<file path="src/rtl/ula_pkg.sv">
`default_nettype none
// +----------------------------------------------------------------------------+
// | Module : ula_pkg                                                           |
// | Brief  : Op codes, FSM encoding and sizing helpers for the serial ALU.     |
// | Rev    : 1.0                                                               |
// +----------------------------------------------------------------------------+
package ula_pkg;

   localparam logic [2:0] OP_ADD = 3'b000;
   localparam logic [2:0] OP_SUB = 3'b001;
   localparam logic [2:0] OP_AND = 3'b010;
   localparam logic [2:0] OP_OR  = 3'b011;
   localparam logic [2:0] OP_XOR = 3'b100;

   typedef enum logic [1:0] {
      S_IDLE = 2'b00,
      S_BUSY = 2'b01,
      S_DONE = 2'b10
   } state_e;

   function automatic int calc_nslice(input int width, input int digit);
      return width / digit;
   endfunction

   function automatic int calc_cnt_w(input int nslice);
      return (nslice > 1) ? $clog2(nslice) : 1;
   endfunction

endpackage
`default_nettype wire

</file>
<file path="src/rtl/ula_slice.sv">
`default_nettype none
// +----------------------------------------------------------------------------+
// | Module : ula_slice                                                         |
// | Brief  : Combinational DIGIT-wide ALU slice with carry chain taps.         |
// | Rev    : 1.0                                                               |
// +----------------------------------------------------------------------------+
module ula_slice
   import ula_pkg::*;
#(
   parameter int DIGIT = 4
)
(
   input  logic [DIGIT-1:0] i_a,
   input  logic [DIGIT-1:0] i_b,
   input  logic [2:0]       i_op,
   input  logic             i_carry,
   output logic [DIGIT-1:0] o_res,
   output logic             o_carry,
   output logic             o_carry_msb
);

   logic [DIGIT-1:0] w_b;
   logic [DIGIT:0]   w_c;

   // Explicit ripple so the carry into the top bit is available for overflow.
   always_comb begin
      w_b    = (i_op == OP_SUB) ? ~i_b : i_b;
      w_c    = '0;
      w_c[0] = i_carry;
      for (int i = 0; i < DIGIT; i++) begin
         w_c[i+1] = (i_a[i] & w_b[i]) | (i_a[i] & w_c[i]) | (w_b[i] & w_c[i]);
      end
   end

   always_comb begin
      o_res = '0;
      case (i_op)
         OP_ADD, OP_SUB: o_res = i_a ^ w_b ^ w_c[DIGIT-1:0];
         OP_AND:         o_res = i_a & i_b;
         OP_OR:          o_res = i_a | i_b;
         OP_XOR:         o_res = i_a ^ i_b;
         default:        o_res = '0;
      endcase
   end

   assign o_carry     = w_c[DIGIT];
   assign o_carry_msb = w_c[DIGIT-1];

endmodule
`default_nettype wire

</file>
<file path="src/rtl/ula_serial.sv">
`default_nettype none
// +----------------------------------------------------------------------------+
// | Module : ula_serial                                                        |
// | Brief  : Digit-serial ALU (ADD/SUB/AND/OR/XOR) with valid/ready handshake. |
// | Rev    : 1.0                                                               |
// +----------------------------------------------------------------------------+
module ula_serial
   import ula_pkg::*;
#(
   parameter int WIDTH = 16,
   parameter int DIGIT = 4
)
(
   input  logic             clk,
   input  logic             rst,
   input  logic             in_valid,
   output logic             in_ready,
   input  logic [2:0]       op,
   input  logic [WIDTH-1:0] a,
   input  logic [WIDTH-1:0] b,
   input  logic             c_in,
   output logic             out_valid,
   input  logic             out_ready,
   output logic [WIDTH-1:0] result,
   output logic             c_out,
   output logic             ovf,
   output logic             zero
);

   localparam int NSLICE = calc_nslice(WIDTH, DIGIT);
   localparam int CNT_W  = calc_cnt_w(NSLICE);
   localparam logic [CNT_W-1:0] LAST_CNT = CNT_W'(NSLICE - 1);

   generate
      if ((DIGIT < 1) || ((WIDTH % DIGIT) != 0)) begin : g_bad_digit
         $error("ula_serial: WIDTH must be a non-zero multiple of DIGIT");
      end
   endgenerate

   state_e           r_state;
   state_e           w_state_nxt;
   logic             w_accept;
   logic             w_last;
   logic [WIDTH-1:0] r_a;
   logic [WIDTH-1:0] r_b;
   logic [2:0]       r_op;
   logic [CNT_W-1:0] r_cnt;
   logic             r_carry;
   logic [WIDTH-1:0] r_result;
   logic             r_c_out;
   logic             r_ovf;
   logic             r_zero;
   logic [DIGIT-1:0] w_a_sl;
   logic [DIGIT-1:0] w_b_sl;
   logic [DIGIT-1:0] w_sl_res;
   logic             w_sl_carry;
   logic             w_sl_cmsb;
   logic [WIDTH-1:0] w_res_nxt;
   logic             w_arith;

   always_ff @(posedge clk) begin
      if (rst) begin
         r_state <= S_IDLE;
      end else begin
         r_state <= w_state_nxt;
      end
   end

   always_comb begin
      w_state_nxt = r_state;
      w_accept    = 1'b0;
      w_last      = 1'b0;
      case (r_state)
         S_IDLE: begin
            if (in_valid) begin
               w_accept    = 1'b1;
               w_state_nxt = S_BUSY;
            end
         end
         S_BUSY: begin
            if (r_cnt == LAST_CNT) begin
               w_last      = 1'b1;
               w_state_nxt = S_DONE;
            end
         end
         S_DONE: begin
            if (out_ready) begin
               w_state_nxt = S_IDLE;
            end
         end
         default: w_state_nxt = S_IDLE;
      endcase
   end

   always_comb begin
      w_a_sl = '0;
      w_b_sl = '0;
      for (int s = 0; s < NSLICE; s++) begin
         if (r_cnt == CNT_W'(s)) begin
            w_a_sl = r_a[s*DIGIT +: DIGIT];
            w_b_sl = r_b[s*DIGIT +: DIGIT];
         end
      end
   end

   ula_slice #(
      .DIGIT       (DIGIT)
   ) u_slice (
      .i_a         (w_a_sl),
      .i_b         (w_b_sl),
      .i_op        (r_op),
      .i_carry     (r_carry),
      .o_res       (w_sl_res),
      .o_carry     (w_sl_carry),
      .o_carry_msb (w_sl_cmsb)
   );

   // Result with the current slice merged in; the zero flag looks at this on the final slice.
   always_comb begin
      w_res_nxt = r_result;
      for (int s = 0; s < NSLICE; s++) begin
         if (r_cnt == CNT_W'(s)) begin
            w_res_nxt[s*DIGIT +: DIGIT] = w_sl_res;
         end
      end
   end

   assign w_arith = (r_op == OP_ADD) || (r_op == OP_SUB);

   always_ff @(posedge clk) begin
      if (rst) begin
         r_a      <= '0;
         r_b      <= '0;
         r_op     <= OP_ADD;
         r_cnt    <= '0;
         r_carry  <= 1'b0;
         r_result <= '0;
         r_c_out  <= 1'b0;
         r_ovf    <= 1'b0;
         r_zero   <= 1'b0;
      end else if (w_accept) begin
         r_a     <= a;
         r_b     <= b;
         r_op    <= op;
         r_cnt   <= '0;
         // Subtraction runs as a + ~b + 1 - borrow, so the borrow-in is inverted.
         r_carry <= (op == OP_SUB) ? ~c_in : c_in;
      end else if (r_state == S_BUSY) begin
         r_result <= w_res_nxt;
         r_carry  <= w_sl_carry;
         r_cnt    <= r_cnt + CNT_W'(1);
         if (w_last) begin
            r_c_out <= w_arith & ((r_op == OP_SUB) ? ~w_sl_carry : w_sl_carry);
            r_ovf   <= w_arith & (w_sl_cmsb ^ w_sl_carry);
            r_zero  <= ~|w_res_nxt;
         end
      end
   end

   assign in_ready  = (r_state == S_IDLE);
   assign out_valid = (r_state == S_DONE);
   assign result    = r_result;
   assign c_out     = r_c_out;
   assign ovf       = r_ovf;
   assign zero      = r_zero;

endmodule
`default_nettype wire

</file>
<file path="config.mk">
export PLATFORM = sky130hd
export DESIGN_NAME = ula_serial
export DESIGN_NICKNAME = d
export VERILOG_FILES = /design/src/rtl/ula_pkg.sv /design/src/rtl/ula_slice.sv /design/src/rtl/ula_serial.sv
export SDC_FILE = /design/constraint.sdc
export NUM_CORES = 1
export LEC_CHECK = 0
export ABC_AREA = 1
export CORE_MARGIN = 2
export CORE_UTILIZATION = 44
export CTS_CLUSTER_SIZE = 8
export DETAILED_ROUTE_END_ITERATION = 8
export GPL_ROUTABILITY_DRIVEN = 0
export GPL_TIMING_DRIVEN = 0
export PLACE_DENSITY = 0.66
export SYNTH_ARGS = -nofsm -noshare
export SYNTH_HDL_FRONTEND = slang
export SYNTH_SLANG_ARGS = --single-unit
</file>
<file path="constraint.sdc">
create_clock -name clk -period 4.1 [get_ports clk]
set_input_delay 0.615 -clock clk [delete_from_list [all_inputs] [get_ports clk]]
set_output_delay 0.615 -clock clk [all_outputs]
set_load 0.02 [all_outputs]
</file>
# --- Word-level counts from Yosys, hierarchy flattened ---
# Cells that the tools add are included.
op_classes:
  n_reduce_logical: 12
  eq_ne: 13
  muxes: 26
  bitwise: 32
  addsub: 1
op_table:
  columns: ["operator", "n"]
  rows:
  - ["4-bit two-way mux", 13]
  - ["4-bit case mux with 4 select lines", 1]
  - ["16-bit OR reduction", 1]
  - ["1-bit bitwise AND", 14]
  - ["4-bit bitwise XOR", 3]
  - ["1-bit two-way mux", 8]
  - ["1-bit OR", 8]
  - ["2-bit equality test (second input constant)", 3]
  - ["3-bit by 1-bit equality test with 1-bit output (second input constant)", 2]
  - ["3-bit by 2-bit equality test with 1-bit output (second input constant)", 2]
  - ["2-bit two-way mux", 3]
  - ["2-bit case mux with 3 select lines", 1]
  - ["3-bit AND reduction", 2]
  - ["4-bit bitwise AND", 1]
  - ["2-bit by 1-bit equality test with 1-bit output (second input constant)", 2]
  - ["2-bit logical NOT", 2]
  - ["2-bit != test (second input constant)", 2]
  - ["4-bit inverter", 1]
  - ["4-bit OR", 1]
  - ["2-bit OR reduction", 2]
  - ["3-bit equality test (second input constant)", 1]
  - ["3-bit logical NOT", 1]
  - ["1-bit inverter", 3]
  - ["2-bit by 1-bit adder with 2-bit output (second input constant)", 1]
  - ["other kinds (6)", 6]
word_totals:
  output_inout_bits: 21
  in_bits: 40
  word_cells: 94
  ff_bits: 59

# --- Longest topological paths before layout ---
logic_depth:
  depth_word: 22
  ltp_mapped: 23
  mapped_depth_nobuf: 23

# --- Modules after synthesis ---
# Synthesis repeated with hierarchy kept, for this count alone.
unflattened:
  hier_cells: 454
  hier_area_um2: 3116.7
by_module_without_submodules:
  columns: ["module", "seq_area_each_um2", "cells_per_inst", "area_per_inst_um2", "instances"]
  rows:
  - ["ula_serial", 1181.1, 377, 2655.0, 1]
  - ["ula_slice", 0.0, 77, 461.7, 1]

# --- Worst setup path after synthesis ---
# Ideal clock, no wire load.
synth_path:
  path_kind: "register to register"
  startpoint: "register r_cnt[0]"
  endpoint: "register r_zero (netlist: zero)"
  synth_period_minus_slack_ps: 3601
  t_required_ps: 4035
  setup_time_ps: 65
  path_stages_with_launch: 23
  arrival_ps: 3536
  n_path_buf: 2
  path_slack_ps: 499
  cell_sequence: "dfxtp_1 -> inv_1 -> ha_1 -> buf_2 -> buf_1 -> a21oi_1 -> a22oi_1 -> inv_1 -> fa_1 -> fa_1 -> inv_1 -> fa_1 -> inv_1 -> fa_1 -> nand2_2 -> nand3_1 -> nand2_1 -> nand2_1 -> nor2_1 -> nand2_1 -> nor2_1 -> nor2_1 -> nor2_1"
synth_via:
  elab_chain_len: 21
  word_cells_on_any_way: 44
  classes_between: "eq/ne (3); mux (16); bitwise (21); reduce/logical (4)"
synth_lines:
  columns: ["item", "line", "rtl"]
  rows:
  - ["from (decl)", "ula_serial.sv:47", "logic [CNT_W-1:0] r_cnt;"]
  - ["from (signal assigned)", "ula_serial.sv:151", "r_cnt <= r_cnt + CNT_W'(1);"]
  - ["2-bit logical NOT", "ula_serial.sv:99, ula_serial.sv:122", null]
  - ["4-bit two-way mux (4 in series)", "ula_serial.sv:99", "if (r_cnt == CNT_W'(s)) begin"]
  - ["4-bit inverter", "ula_slice.sv:27", "w_b = (i_op == OP_SUB) ? ~i_b : i_b;"]
  - ["4-bit two-way mux", "ula_slice.sv:27", null]
  - ["1-bit bitwise AND", "ula_slice.sv:31", "w_c[i+1] = (i_a[i] & w_b[i]) | (i_a[i] & w_c[i]) | (w_b[i] & w_c[i]);"]
  - ["1-bit OR (2 in series)", "ula_slice.sv:31", null]
  - ["1-bit bitwise AND", "ula_slice.sv:31", null]
  - ["1-bit OR (2 in series)", "ula_slice.sv:31", null]
  - ["1-bit bitwise AND", "ula_slice.sv:31", null]
  - ["1-bit OR (2 in series)", "ula_slice.sv:31", null]
  - ["4-bit bitwise XOR", "ula_slice.sv:38", "OP_ADD, OP_SUB: o_res = i_a ^ w_b ^ w_c[DIGIT-1:0];"]
  - ["4-bit case mux with 4 select lines", "ula_slice.sv:37", "case (i_op)"]
  - ["4-bit two-way mux", "ula_serial.sv:122", "if (r_cnt == CNT_W'(s)) begin"]
  - ["16-bit OR reduction", "ula_serial.sv:155", "r_zero <= ~|w_res_nxt;"]
  - ["1-bit logical NOT", "ula_serial.sv:155", null]
  - ["to (signal assigned)", "ula_serial.sv:155", null]
  - ["to (decl)", "ula_serial.sv:52", "logic r_zero;"]
# Parallel ways exist; a longest one is shown, timed or not.
# A chain may end at the register's enable or synchronous reset.

# --- Final worst setup path ---
layout_path:
  startpoint: "register r_cnt[1]"
  endpoint: "register r_zero (netlist: zero)"
# The elaborated chain is that of the path after synthesis.

==> impl_metrics.yaml <==
outcome:
  outcome: "complete, no violations"
timing:
  min_period_over_period_pct: 94.9
  postLayoutSetupSlackWorst_ns: 0.211
  timing.hold.ws_ns: 0.461
  total_of_endpoints_with_negative_setup_slack_in_the_final_report: 0
  fin_worst_skew_ns: 0.00978
  period_needed_ns: 3.89
  max-slew-margin-rel_pct: 62.1
  finalMaxSlewViolations: 0
  hold_violations: 0
  worstMarginPinSlew_ns: 0.569
  fmax_mhz: 257
route:
  drt-vias-per-instance: 5.11
  average_wire_per_standard_cell_um: 14.3
  detail_route.drc_violations: 0
  drt-pass1-iter-count: 4
  antenna_violating_nets_post_route: 0
  drt_iter0_markers: 166
  drt-total-wl_um: 8260
  route.vias.total: 2949
power:
  power.density_cell_area_nw_per_um2: 391
  vdd.ir_drop.worst_v: 0.000204
  power_w: 0.00154
  leakagePower_nw: 1.67
grt:
  globalRoute.totalOverflow: 0
  grt_util_all_layers_pct: 22.8
  grt_antenna_before_repair: 0
  grt_pass1_wl_um: 13300
  number_of_global_route_vias_before_repair: 2759
  grt_max_degree: 11
synthesis:
  syn-cell-area_um2: 3060
  yosysWarnings: 0
  synthDominantAreaCellType: "sky130_fd_sc_hd__dfxtp_1"
  yosys.area_share.xor_xnor_pct: 2.29
  synth.mux.area_fraction_pct: 0
  ys_top_cells_by_area: "sky130_fd_sc_hd__dfxtp_1 (39%), sky130_fd_sc_hd__nor2_1 (9.8%), sky130_fd_sc_hd__o21ai_0 (8.5%)"
  synthesis.instances: 423
  ys.flop_type: "sky130_fd_sc_hd__dfxtp_1"
  synthMostInstantiatedCell: "sky130_fd_sc_hd__nor2_1"
  postSynthAreaPerCell_um2: 7.22
  compound_gate_portion_of_the_synthesized_area_pct: 18.1
  synth_enable_flop_cells: 0
  netlist_top_cells_count: "sky130_fd_sc_hd__nor2_1 (80), sky130_fd_sc_hd__dfxtp_1 (59), sky130_fd_sc_hd__o21ai_0 (52)"
  yosys_register_bits: 59
  synthDominantCellAreaShare_pct: 38.7
  largest_family_of_logic_cells_by_synthesized_area: "simple AND/OR/NAND/NOR gates"
  synth.lib_cells_used.distinct: 32
  synth.yosys.seq_area_share_pct: 38.7
  synth.net_count: 479
  post_synth_fa_ha_maj_area_fraction_pct: 7.53
  postSynth.asyncResetShare_pct: 0
  post_synth_and_or_nand_nor_area_fraction_pct: 26.8
cells_and_area:
  syn2layout_area_growth_pct: 29.1
  final_cell_count_no_fill: 577
  drive_gt1_share_pct: 11.3
  stdcell_area_um2: 3950
  nets: 550
  diodes: 0
critical_path:
  crit_buf_inv: 3
  critical_path.startpoint_type: "flip-flop"
  crit_path_max_fanout: 10
  cp_data_required_time_ns: 4.37
  worst_setup_path_end_kind: "flip-flop"
  critical_path.max_stage_delay_ns: 0.45
  type_of_the_worst_setup_path: "reg2reg"
  timing.critical_path.cells: "ha_1 -> clkbuf_1 -> nand2_1 -> and2_1 -> xor2_1 -> fa_2 -> fa_1 -> inv_1 -> fa_2 -> inv_1 -> fa_1 -> nand2_2 -> nand3_1 -> nand2_1 -> nand2_1 -> nor2_1 -> nand2_1 -> nor2_1 -> nor2_1 -> nor2_1"
  worstPathArrival_ns: 4.16
  number_of_cell_instances_on_the_worst_register_to_register_path: 20
  timing.critical_path.depth: 20
  slowest_stage: "sky130_fd_sc_hd__clkbuf_1"
  cp_top_family: "adder cells"
floorplan:
  core_area_um2: 6760
  initial_core_util_pct: 45.2
  die_x_um: 87.3
  rows: 30
  io_pins: 61
  die_area_um2: 7630
  die_height_um: 87.3
place:
  pre_cts_ws_ns: -0.114
  postPlaceCellArea_um2: 3750
  dp_hpwl_um: 6250
  portBuffers: 59
  place.detailed.instances: 562
hold_path:
  worstHoldPathType: "reg2reg"
  timing.hold.worst_path_depth: 2
run:
  cap_viol_max_count: 0
clock_network:
  clock_tree.root_cell: "sky130_fd_sc_hd__clkbuf_8"
  clk_latency_ns: 0.34
  cts.reportedPaths.clkPinSlew_ns: 0.07
  cts_buffer_depth: 2
  number_of_clock_sinks_seen_by_cts: 59
  numCtsBuffers: 9
  cts.htree.levels: 3
  cts_tree: "built"
-- layout make-up --
type | count | area (um2)
repair buffers | 60 | 598
clock inverters | 2 | 12.5
multi-input cells | 311 | 1690
plain buffers | 20 | 85.1
clock buffers | 12 | 155
well taps | 80 | 100
flip-flops and latches | 59 | 1180
fillers | 658 | 2810
inverters | 33 | 124
-- flip-flops by register name, summed over array words and instances, names as in the netlist --
signal / flops
r_a: 16
r_b: 16
result: 16
r_op: 3
r_cnt: 2
r_state: 2
c_out: 1
ovf: 1
r_carry: 1
zero: 1
-- kinds of logic (layout without fill, tap and decap cells) --
family,Yosys count,count (layout)
buffers and inverters,53,127
xor gates and xnor gates,8,8
and+or+nand+nor,183,183
AOI/OAI and AO/OA,104,104
DFF,59,59
adders and majority gates,16,16
-- power by group --
group / total (W) / leakage [nW] / internal (W) / switching [W]
clock network: 0.000474 / 0.0843 / 0.000245 / 0.000229
logic: 0.000419 / 1.10 / 0.000176 / 0.000243
registers: 0.000648 / 0.486 / 0.000618 / 0.0000299
-- layout by cell type (no fill, tap or decap), types with 3 or more instances in the layout --
master / netlist / layout
sky130_fd_sc_hd__a21oi_1: 34 / 34
sky130_fd_sc_hd__and2_1: 3 / 3
sky130_fd_sc_hd__buf_4: 0 / 3
sky130_fd_sc_hd__clkbuf_1: 18 / 17
sky130_fd_sc_hd__clkbuf_8: 0 / 11
sky130_fd_sc_hd__clkdlybuf4s50_1: 0 / 59
sky130_fd_sc_hd__dfxtp_1: 59 / 59
sky130_fd_sc_hd__ha_1: 12 / 10
sky130_fd_sc_hd__inv_1: 25 / 24
sky130_fd_sc_hd__inv_2: 7 / 8
sky130_fd_sc_hd__nand2_1: 44 / 44
sky130_fd_sc_hd__nand2_2: 4 / 4
sky130_fd_sc_hd__nand3_1: 29 / 29
sky130_fd_sc_hd__nor2_1: 80 / 80
sky130_fd_sc_hd__nor2_2: 6 / 6
sky130_fd_sc_hd__o211ai_1: 5 / 5
sky130_fd_sc_hd__o21ai_0: 52 / 52
sky130_fd_sc_hd__o21ai_1: 4 / 4
sky130_fd_sc_hd__o31ai_1: 4 / 4
sky130_fd_sc_hd__or2_2: 12 / 12
sky130_fd_sc_hd__xnor2_1: 3 / 3
sky130_fd_sc_hd__xor2_1: 5 / 5
-- path summary, 6_finish.rpt --
path	start	endpoint	slack, ns
hold / removal	r_b[13]$_SDFFE_PP0P_	r_b[13]$_SDFFE_PP0P_	0.46
setup / recovery	r_cnt[1]$_SDFFE_PP0P_	zero$_SDFFE_PP0P_	0.21
hold reg to reg	r_b[13]$_SDFFE_PP0P_	r_b[13]$_SDFFE_PP0P_	0.46
setup reg to reg	r_cnt[1]$_SDFFE_PP0P_	zero$_SDFFE_PP0P_	0.21
-- what timing repair did --
action | 4_1_cts | 5_1_grt
setup buffers | 0 | 1
resized for setup | 2 | 13
setup endpoints to repair | 1 | 1
hold buffers | 0 | 0
-- worst min-delay path: stages (launching register included) --
cell,delay (ns)
sky130_fd_sc_hd__dfxtp_1,0.30
sky130_fd_sc_hd__inv_1,0.06
sky130_fd_sc_hd__a21oi_1,0.06
-- through the flow --
step                      TNS [ns]  utilization [%]
after floorplan                  0                -
after global placement     -0.0218             55.4
after detailed placement    -0.114             55.4
after CTS                        0             58.0
after global routing      -0.00231             58.4
final                            0             58.4
-- per-layer routing --
layer  wire [um]  up-vias  GRT usage (%)  part of all wire (%)
li1            -     1528              -                     -
met1        3760     1327           27.9                    46
met2        3910       83           38.4                    47
met3         453       11           5.88                   5.5
met4         129        0           8.39                   1.6
met5           0        -              0                     0
Note: power is estimated with default switching activity, not from simulation.
